--- src/rtl/coefficient_block_assembler.sv ---
// coefficient_block_assembler
// Turns run-length coded coefficient events (zero run, value, strobe) into
// full 8x8 blocks, undoes zigzag ordering and streams each block in natural
// raster order over a valid/ready handshake. Two banks ping-pong: one fills
// while the other drains.
// Optional build macro: DC_PREDICT_EN -- DC events are differences against a
// running predictor (cleared by rst or dc_restart).
module coefficient_block_assembler #(
  parameter int COEF_W     = 8,
  parameter int BLOCK_SIZE = 64
) (
  input  logic              clk,
  input  logic              rst,
  input  logic [3:0]        s_value,
  input  logic [COEF_W-1:0] coefficient,
  input  logic              is_new_coefficient,
  input  logic              dc_restart,
  output logic              in_ready,
  output logic [COEF_W-1:0] out_coefficient,
  output logic [5:0]        out_index,
  output logic              out_valid,
  input  logic              out_ready,
  output logic              out_last,
  output logic              overflow_error,
  output logic              index_error
);

  localparam logic [6:0] BLOCK_END = 7'(BLOCK_SIZE);
  localparam logic [6:0] LAST_POS  = 7'(BLOCK_SIZE - 1);
  localparam logic [5:0] LAST_IDX  = 6'(BLOCK_SIZE - 1);
  localparam logic [3:0] ZRL_RUN   = 4'd15;
  localparam logic [6:0] ZRL_SKIP  = 7'd16;

  // Zigzag position -> natural (row*8+col) address, standard JPEG order.
  localparam logic [5:0] ZZ_NAT [64] = '{
    6'd0,  6'd1,  6'd8,  6'd16, 6'd9,  6'd2,  6'd3,  6'd10,
    6'd17, 6'd24, 6'd32, 6'd25, 6'd18, 6'd11, 6'd4,  6'd5,
    6'd12, 6'd19, 6'd26, 6'd33, 6'd40, 6'd48, 6'd41, 6'd34,
    6'd27, 6'd20, 6'd13, 6'd6,  6'd7,  6'd14, 6'd21, 6'd28,
    6'd35, 6'd42, 6'd49, 6'd56, 6'd57, 6'd50, 6'd43, 6'd36,
    6'd29, 6'd22, 6'd15, 6'd23, 6'd30, 6'd37, 6'd44, 6'd51,
    6'd58, 6'd59, 6'd52, 6'd45, 6'd38, 6'd31, 6'd39, 6'd46,
    6'd53, 6'd60, 6'd61, 6'd54, 6'd47, 6'd55, 6'd62, 6'd63
  };

  logic [COEF_W-1:0] bank [2][BLOCK_SIZE];
  logic              fill_bank;
  logic              read_bank;
  logic [1:0]        bank_full;
  logic [6:0]        zz_idx;
  logic [5:0]        rd_idx;

  logic              accept;
  logic              xfer;
  logic [6:0]        run_pos;
  logic [COEF_W-1:0] dc_value;
  logic              wr_en;
  logic [5:0]        wr_addr;
  logic [COEF_W-1:0] wr_data;
  logic [6:0]        next_zz;
  logic              run_error;
  logic              complete;

  assign in_ready        = ~bank_full[fill_bank];
  assign accept          = is_new_coefficient & in_ready;
  assign out_valid       = bank_full[read_bank];
  assign out_coefficient = bank[read_bank][rd_idx];
  assign out_index       = rd_idx;
  assign out_last        = out_valid & (rd_idx == LAST_IDX);
  assign xfer            = out_valid & out_ready;
  assign run_pos         = zz_idx + {3'b000, s_value};

`ifdef DC_PREDICT_EN
  logic [COEF_W-1:0] dc_pred;
  logic [COEF_W-1:0] dc_base;

  // A same-cycle restart makes the incoming DC difference start from zero.
  assign dc_base  = dc_restart ? '0 : dc_pred;
  assign dc_value = dc_base + coefficient;

  // Predictor tracks the last stored DC; restart clears it when no DC lands.
  always_ff @(posedge clk) begin
    if (rst) begin
      dc_pred <= '0;
    end else if (accept && (zz_idx == 7'd0)) begin
      dc_pred <= dc_value;
    end else if (dc_restart) begin
      dc_pred <= '0;
    end
  end
`else
  logic unused_dc_restart;

  assign dc_value          = coefficient;
  assign unused_dc_restart = dc_restart;
`endif

  // Decode one event into a write request and the next zigzag position.
  always_comb begin
    // NOTE: every output gets a default first so no path leaves a latch.
    wr_en     = 1'b0;
    wr_addr   = '0;
    wr_data   = coefficient;
    next_zz   = zz_idx;
    run_error = 1'b0;
    if (zz_idx == 7'd0) begin
      wr_en   = 1'b1;
      wr_addr = ZZ_NAT[0];
      wr_data = dc_value;
      next_zz = 7'd1;
    end else if ((s_value == 4'd0) && (coefficient == '0)) begin
      next_zz = BLOCK_END;
    end else if ((s_value == ZRL_RUN) && (coefficient == '0)) begin
      next_zz = zz_idx + ZRL_SKIP;
    end else if (run_pos > LAST_POS) begin
      run_error = 1'b1;
      next_zz   = BLOCK_END;
    end else begin
      wr_en   = 1'b1;
      wr_addr = ZZ_NAT[run_pos[5:0]];
      next_zz = run_pos + 7'd1;
    end
    complete = (next_zz >= BLOCK_END);
  end

  // Fill bank writes, drain bank re-zeroing, bank hand-off and sticky errors.
  always_ff @(posedge clk) begin
    if (rst) begin
      // NOTE: the storage is reset explicitly because zero runs never write;
      // every entry must start at zero for skipped positions to read back 0.
      for (int b = 0; b < 2; b++) begin
        for (int i = 0; i < BLOCK_SIZE; i++) begin
          bank[b][i] <= '0;
        end
      end
      fill_bank      <= 1'b0;
      read_bank      <= 1'b0;
      bank_full      <= 2'b00;
      zz_idx         <= '0;
      rd_idx         <= '0;
      overflow_error <= 1'b0;
      index_error    <= 1'b0;
    end else begin
      // NOTE: non-blocking throughout, so fill and drain updates to the two
      // banks in the same edge both see pre-edge state and both take effect.
      if (accept) begin
        if (wr_en) begin
          bank[fill_bank][wr_addr] <= wr_data;
        end
        if (run_error) begin
          index_error <= 1'b1;
        end
        if (complete) begin
          bank_full[fill_bank] <= 1'b1;
          fill_bank            <= ~fill_bank;
          zz_idx               <= '0;
        end else begin
          zz_idx <= next_zz;
        end
      end
      if (is_new_coefficient && !in_ready) begin
        overflow_error <= 1'b1;
      end
      if (xfer) begin
        bank[read_bank][rd_idx] <= '0;
        if (out_last) begin
          rd_idx               <= '0;
          bank_full[read_bank] <= 1'b0;
          read_bank            <= ~read_bank;
        end else begin
          rd_idx <= rd_idx + 6'd1;
        end
      end
    end
  end

endmodule
--- config.mk ---
export PLATFORM = sky130hd
export DESIGN_NAME = coefficient_block_assembler
export DESIGN_NICKNAME = d
export VERILOG_FILES = /design/src/rtl/coefficient_block_assembler.sv
export SDC_FILE = /design/constraint.sdc
export NUM_CORES = 2
export LEC_CHECK = 0
export CORE_MARGIN = 8
export CORE_UTILIZATION = 45
export DETAILED_ROUTE_END_ITERATION = 10
export PLACE_DENSITY_LB_ADDON = 0.15
export RECOVER_POWER = 25
export SLEW_MARGIN = 20
export SYNTH_ARGS = -nofsm -noshare
export SYNTH_HDL_FRONTEND = slang
export SYNTH_SLANG_ARGS = --single-unit
--- constraint.sdc ---
create_clock -name clk -period 12.01 [get_ports clk]
set_input_delay 1.201 -clock clk [delete_from_list [all_inputs] [get_ports clk]]
set_output_delay 1.201 -clock clk [all_outputs]
set_load 0.05 [all_outputs]
After elaboration in Yosys (flattened, before gate mapping)
Memory sizes are Yosys's and may differ from the RTL's. A register that Yosys moved wholly into a read port is not among the register bits.
Cells that the tools add are included.
{ "op_classes": {"n_addsub": 4, "eq_ne": 2, "order_cmp": 11, "n_reduce_logical": 15, "n_mux": 57, "bitwise_logic": 12} }
{ "ops": {"columns": ["operator", "count"], "rows": [
  ["512-bit 2-to-1 mux", 6],
  ["512-bit OR reduction", 2],
  ["8-bit demux with 6-bit select", 2],
  ["8-bit binary-select mux with 6-bit select", 1],
  ["6-bit 2-to-1 mux", 7],
  ["7-bit 2-to-1 mux", 5],
  ["8-bit 2-to-1 mux", 4],
  ["7-bit >= comparator, second input constant", 4],
  ["1-bit 2-to-1 mux", 25],
  ["6-bit inverter with 7-bit output", 3],
  ["7-bit by 1-bit less-than comparator with 1-bit output, second input constant", 2],
  ["2-bit 2-to-1 mux", 5],
  ["8-bit logical NOT", 1],
  ["7-bit by 1-bit adder with 7-bit output, second input constant", 1],
  ["7-bit by 4-bit adder with 7-bit output", 1],
  ["7-bit by 5-bit adder with 7-bit output, second input constant", 1],
  ["7-bit by 6-bit greater-than comparator with 1-bit output, second input constant", 1],
  ["1-bit logical AND", 7],
  ["7-bit logical NOT", 1],
  ["6-bit by 1-bit adder with 6-bit output, second input constant", 1],
  ["6-bit equality test, second input constant", 1],
  ["2-bit AND reduction", 3],
  ["4-bit equality test, second input constant", 1],
  ["4-bit logical NOT", 1],
  ["other kinds (8)", 15]
]} }
{ "totals": {"in_bits": 17, "rom_bits": 384, "ram_bits": 1024, "register_bits": 19, "n_memories": 2, "output_inout_bits": 19} }
{ "mem_list": {"columns": ["name", "words", "width", "read_ports", "rd_clocked_by_memory_dff", "wr", "line_no", "rtl"], "rows": [
  ["bank", 2, 512, 1, 1, 2, "46", "logic [COEF_W-1:0] bank [2][BLOCK_SIZE];"],
  ["(name not given)", 64, 6, 1, 0, 0, "120", "wr_addr = ZZ_NAT[run_pos[5:0]];"]
]} }

Longest topological paths before layout
{ "logic_depth": {"depth_word": 17, "ltp_mapped": 18} }

Worst setup path before layout
No wires, ideal clock.
{ "synth_timing": {"path_type": "register to output", "startpoint": "register rd_idx[0] (netlist: out_index[0])", "endpoint": "output out_coefficient[5]", "t_required_ns": 10.809, "stages_incl_launch_ff": 10, "arrival_time_ns": 4.240, "path_slack_ns": 6.569, "cell_sequence": "dfxtp_1 -> buf_2 -> buf_1 -> clkbuf_1 -> clkbuf_1 -> mux4_2 -> mux2i_1 -> o21ai_0 -> o31ai_1 -> o21ai_0"} }
{ "synth_via": {"elab_chain_cells": 4} }
{ "synth_lines": {"columns": ["element", "line_no", "rtl"], "rows": [
  ["start: declaration", "51", "logic [5:0] rd_idx;"],
  ["start signal: assignment", "171", "rd_idx <= rd_idx + 6'd1;"],
  ["6-bit inverter with 7-bit output (not written as such)", "67", "assign out_coefficient = bank[read_bank][rd_idx];"],
  ["8-bit binary-select mux with 6-bit select", "67", null],
  ["8-bit 2-to-1 mux (not written as such) (2 in a row)", "67", null],
  ["end: declaration", "19", "output logic [COEF_W-1:0] out_coefficient,"]
]} }
Every way passes these cells. The select of a mux whose other input is x is not followed.

==> qor.csv <==
metric;value;unit
flops & latches, synth;1044;
GR peak layer;met2;
largest net degree at the start of global routing;216;
Arr. time, crit path;9.75;ns
MaxCap Viol Count;11;
worst slew pin tran;3.24;ns
max-slew violations;261;
met3 Track Usage GR;0.0607;
Die X;355;um
remaining antenna violation count;0;
Clock Latency Late Sink;0.73;ns
final setup fails;0;
hpwl dp;120000;um
Ys Warns;0;
FF+latch area;20900;um^2
met1 Track Usage GR;0.410;
multi-input logic area;28600;um^2
synthesis-to-layout area growth;9.53;%
pwr/cell area;142;nW/um^2
post-synthesis adder-cell area fraction;0.00594;
top_reg_cell synth;dfxtp_1;
Total Nets Final;5386;
Hold-fix buffers, CTS;0;
TritonCTS clock tree;done;
Initial Utilization;0.453;
commonest non-fill, non-tap cell in the layout;dfxtp_1;
Fillers;10700;
hold crit path type;register to register;
Setup crit start kind;input pin;
PortBufs;34;
Post-Syn Instances;5590;
H-tree Lvls;3;
Detailed Route WL;196000;um
Async S/R FF share, synth;0;
placer congestion estimate;0.933;
post-synthesis compound-gate area fraction;0.167;
Post-Syn Area;51800;um^2
1st-pass router iterations;9;
Post-synth EDFFs;0;
Via Count;45100;
Synth Area in Simple Gates;0.227;
status;finished, violations left;
drt via density;6.49;
Worst Setup End Kind;register;
CP required;12.58;ns
die area;126000;um^2
Seq/Total Area, Yosys;0.403;
placement row count;124;
Worst Skew;0.0330;ns
vias in the first global route;42600;
global-route wire length before repair;290000;um
RSZ-0062 raised after global routing;false;
IO Count;36;
endpoints failing hold;0;
most frequent cells in the layout;1039 x dfxtp_1, 624 x a21oi_1, 587 x nand2_1, 425 x nand3_1, 339 x o21ai_0;
WS Path Type;input pin to register;
Mapped Nets;5631;
clock-pin slew on the worst setup and hold paths;0.06;ns
leak pwr;18.0;nW
total congestion overflow;0;
GRT Total Usage;0.298;
drt drc;0;
grt met2 use;0.448;
mux cell area share after synthesis;0.148;
PostCTS Resize Cnt;0;
failing checks;max-capacitance violations, max-slew violations;
Core Region;114000;um^2
final instance area;56800;um^2
post-CTS setup buffer count;0;
initial antenna violation count;5;
clock buffer depth;3;
min Tclk post-route;9.18;ns
Unique masters post-synth;107;
peak supply drop;0.145;mV
TritonCTS Buffers;113;
area share of xor/xnor cells in the synthesized design;0.00152;
Placed Instance Area;53200;um^2
setup TNS;0;ns
Final Cycle Share;0.765;
die height;355;um
crit-path max FO;29;
largest family of logic cells by synthesized area;simple AND/OR/NAND/NOR gates;
Synth Area per Inst;9.27;um^2
clk root buf;clkbuf_16;
wire per inst;28.2;um
CTS sink count;1044;
Slew HR;-1.16;
Max Clk Rate;0.109;GHz
DR iter-0 viols;5415;
share of layout cells above drive strength 1;0.171;
==> state kept, by name (all words and copies together) (netlist names), named ones only <==
name	cells
bank	1024
bank_full	2
fill_bank	1
index_error	1
out_index	6
overflow_error	1
read_bank	1
zz_idx	7
==> final timing paths <==
check        cells after the start                      start  slack [ns]                        end
min reg2reg                      2  bank[1][448]$_SDFFE_PP0P_        0.45  bank[1][448]$_SDFFE_PP0P_
max reg2reg                     13     zz_idx[0]$_SDFFE_PP0P_        3.56  bank[1][471]$_SDFFE_PP0P_
min                              2  bank[1][448]$_SDFFE_PP0P_        0.45  bank[1][448]$_SDFFE_PP0P_
max                             14                 s_value[0]        2.83  bank[1][471]$_SDFFE_PP0P_
==> critical path, cell delays in order <==
cell and delay, ns:
dlygate4sd3_1 0.58, ha_1 0.27, fa_1 0.85, ha_1 0.27, nand2_1 0.11, a2111oi_0 1.44
a31oi_1 0.35, o21bai_1 1.20, or2_0 0.77, clkbuf_1 1.14, a21oi_2 0.02, clkbuf_1 0.63
and2_0 0.66, mux2i_1 0.22
==> report_power, final <==
group	total, mW	leakage, nW	switching, mW	internal, mW
sequential	3.49	8.41	0.00918	3.48
clock	3.59	1.88	1.52	2.07
combinational	0.961	7.76	0.756	0.205
total	8.03	18.0	2.28	5.75
==> through the flow <==
stage	power, mW	util	setup slack [ns]	hold WS (ns)	std cells
after global routing	8.24	0.496	2.74	0.470	6949
after CTS	8.04	0.498	4.94	0.448	6949
after detailed placement	4.50	0.465	4.41	0.438	6742
after floorplan	4.16	-	6.57	0.425	5590
final	8.03	0.496	2.83	0.448	6951
after global placement	4.49	0.464	4.53	0.434	6739
==> Yosys cell counts (all sizes together) (74+ instances only) <==
master	n	area share
dfxtp	1044	0.40
a21oi	627	0.061
nand2	588	0.043
nand3	429	0.042
o21ai	366	0.035
clkbuf	351	0.025
mux4	263	0.11
or3b	251	0.042
nand3b	185	0.027
buf	173	0.016
nor2	165	0.012
mux2i	162	0.031
nor2b	158	0.019
a22o	117	0.020
inv	74	0.0054
==> metal layers <==
layer / share of wire / routed length, um
met2: 0.43 / 85100
met5: 0.00013 / 26
met1: 0.41 / 80500
met4: 0.051 / 10100
met3: 0.10 / 20100
==> cell families (layout without fill, tap and decap cells) <==
logic type / after synthesis / in the layout
buffers and inverters: 599 / 446
AOI/OAI and AO/OA: 1410 / 1410
DFF: 1044 / 1044
other: 0 / 2
and+or+nand+nor: 2067 / 2067
muxes: 437 / 437
adders and majority gates: 24 / 24
xor gates and xnor gates: 9 / 9
==> final cells by class <==
| class | count | share of cell area |
|---|---|---|
| multi-input cells | 3947 | 0.504 |
| flip-flops and latches | 1044 | 0.368 |
| clock buffers | 175 | 0.0612 |
| well taps | 1512 | 0.0333 |
| repair buffers | 164 | 0.0227 |
| clock inverters | 32 | 0.00558 |
| inverters | 75 | 0.00496 |
| diodes | 2 | 0.0000882 |
(Power assumes the default switching activity.)
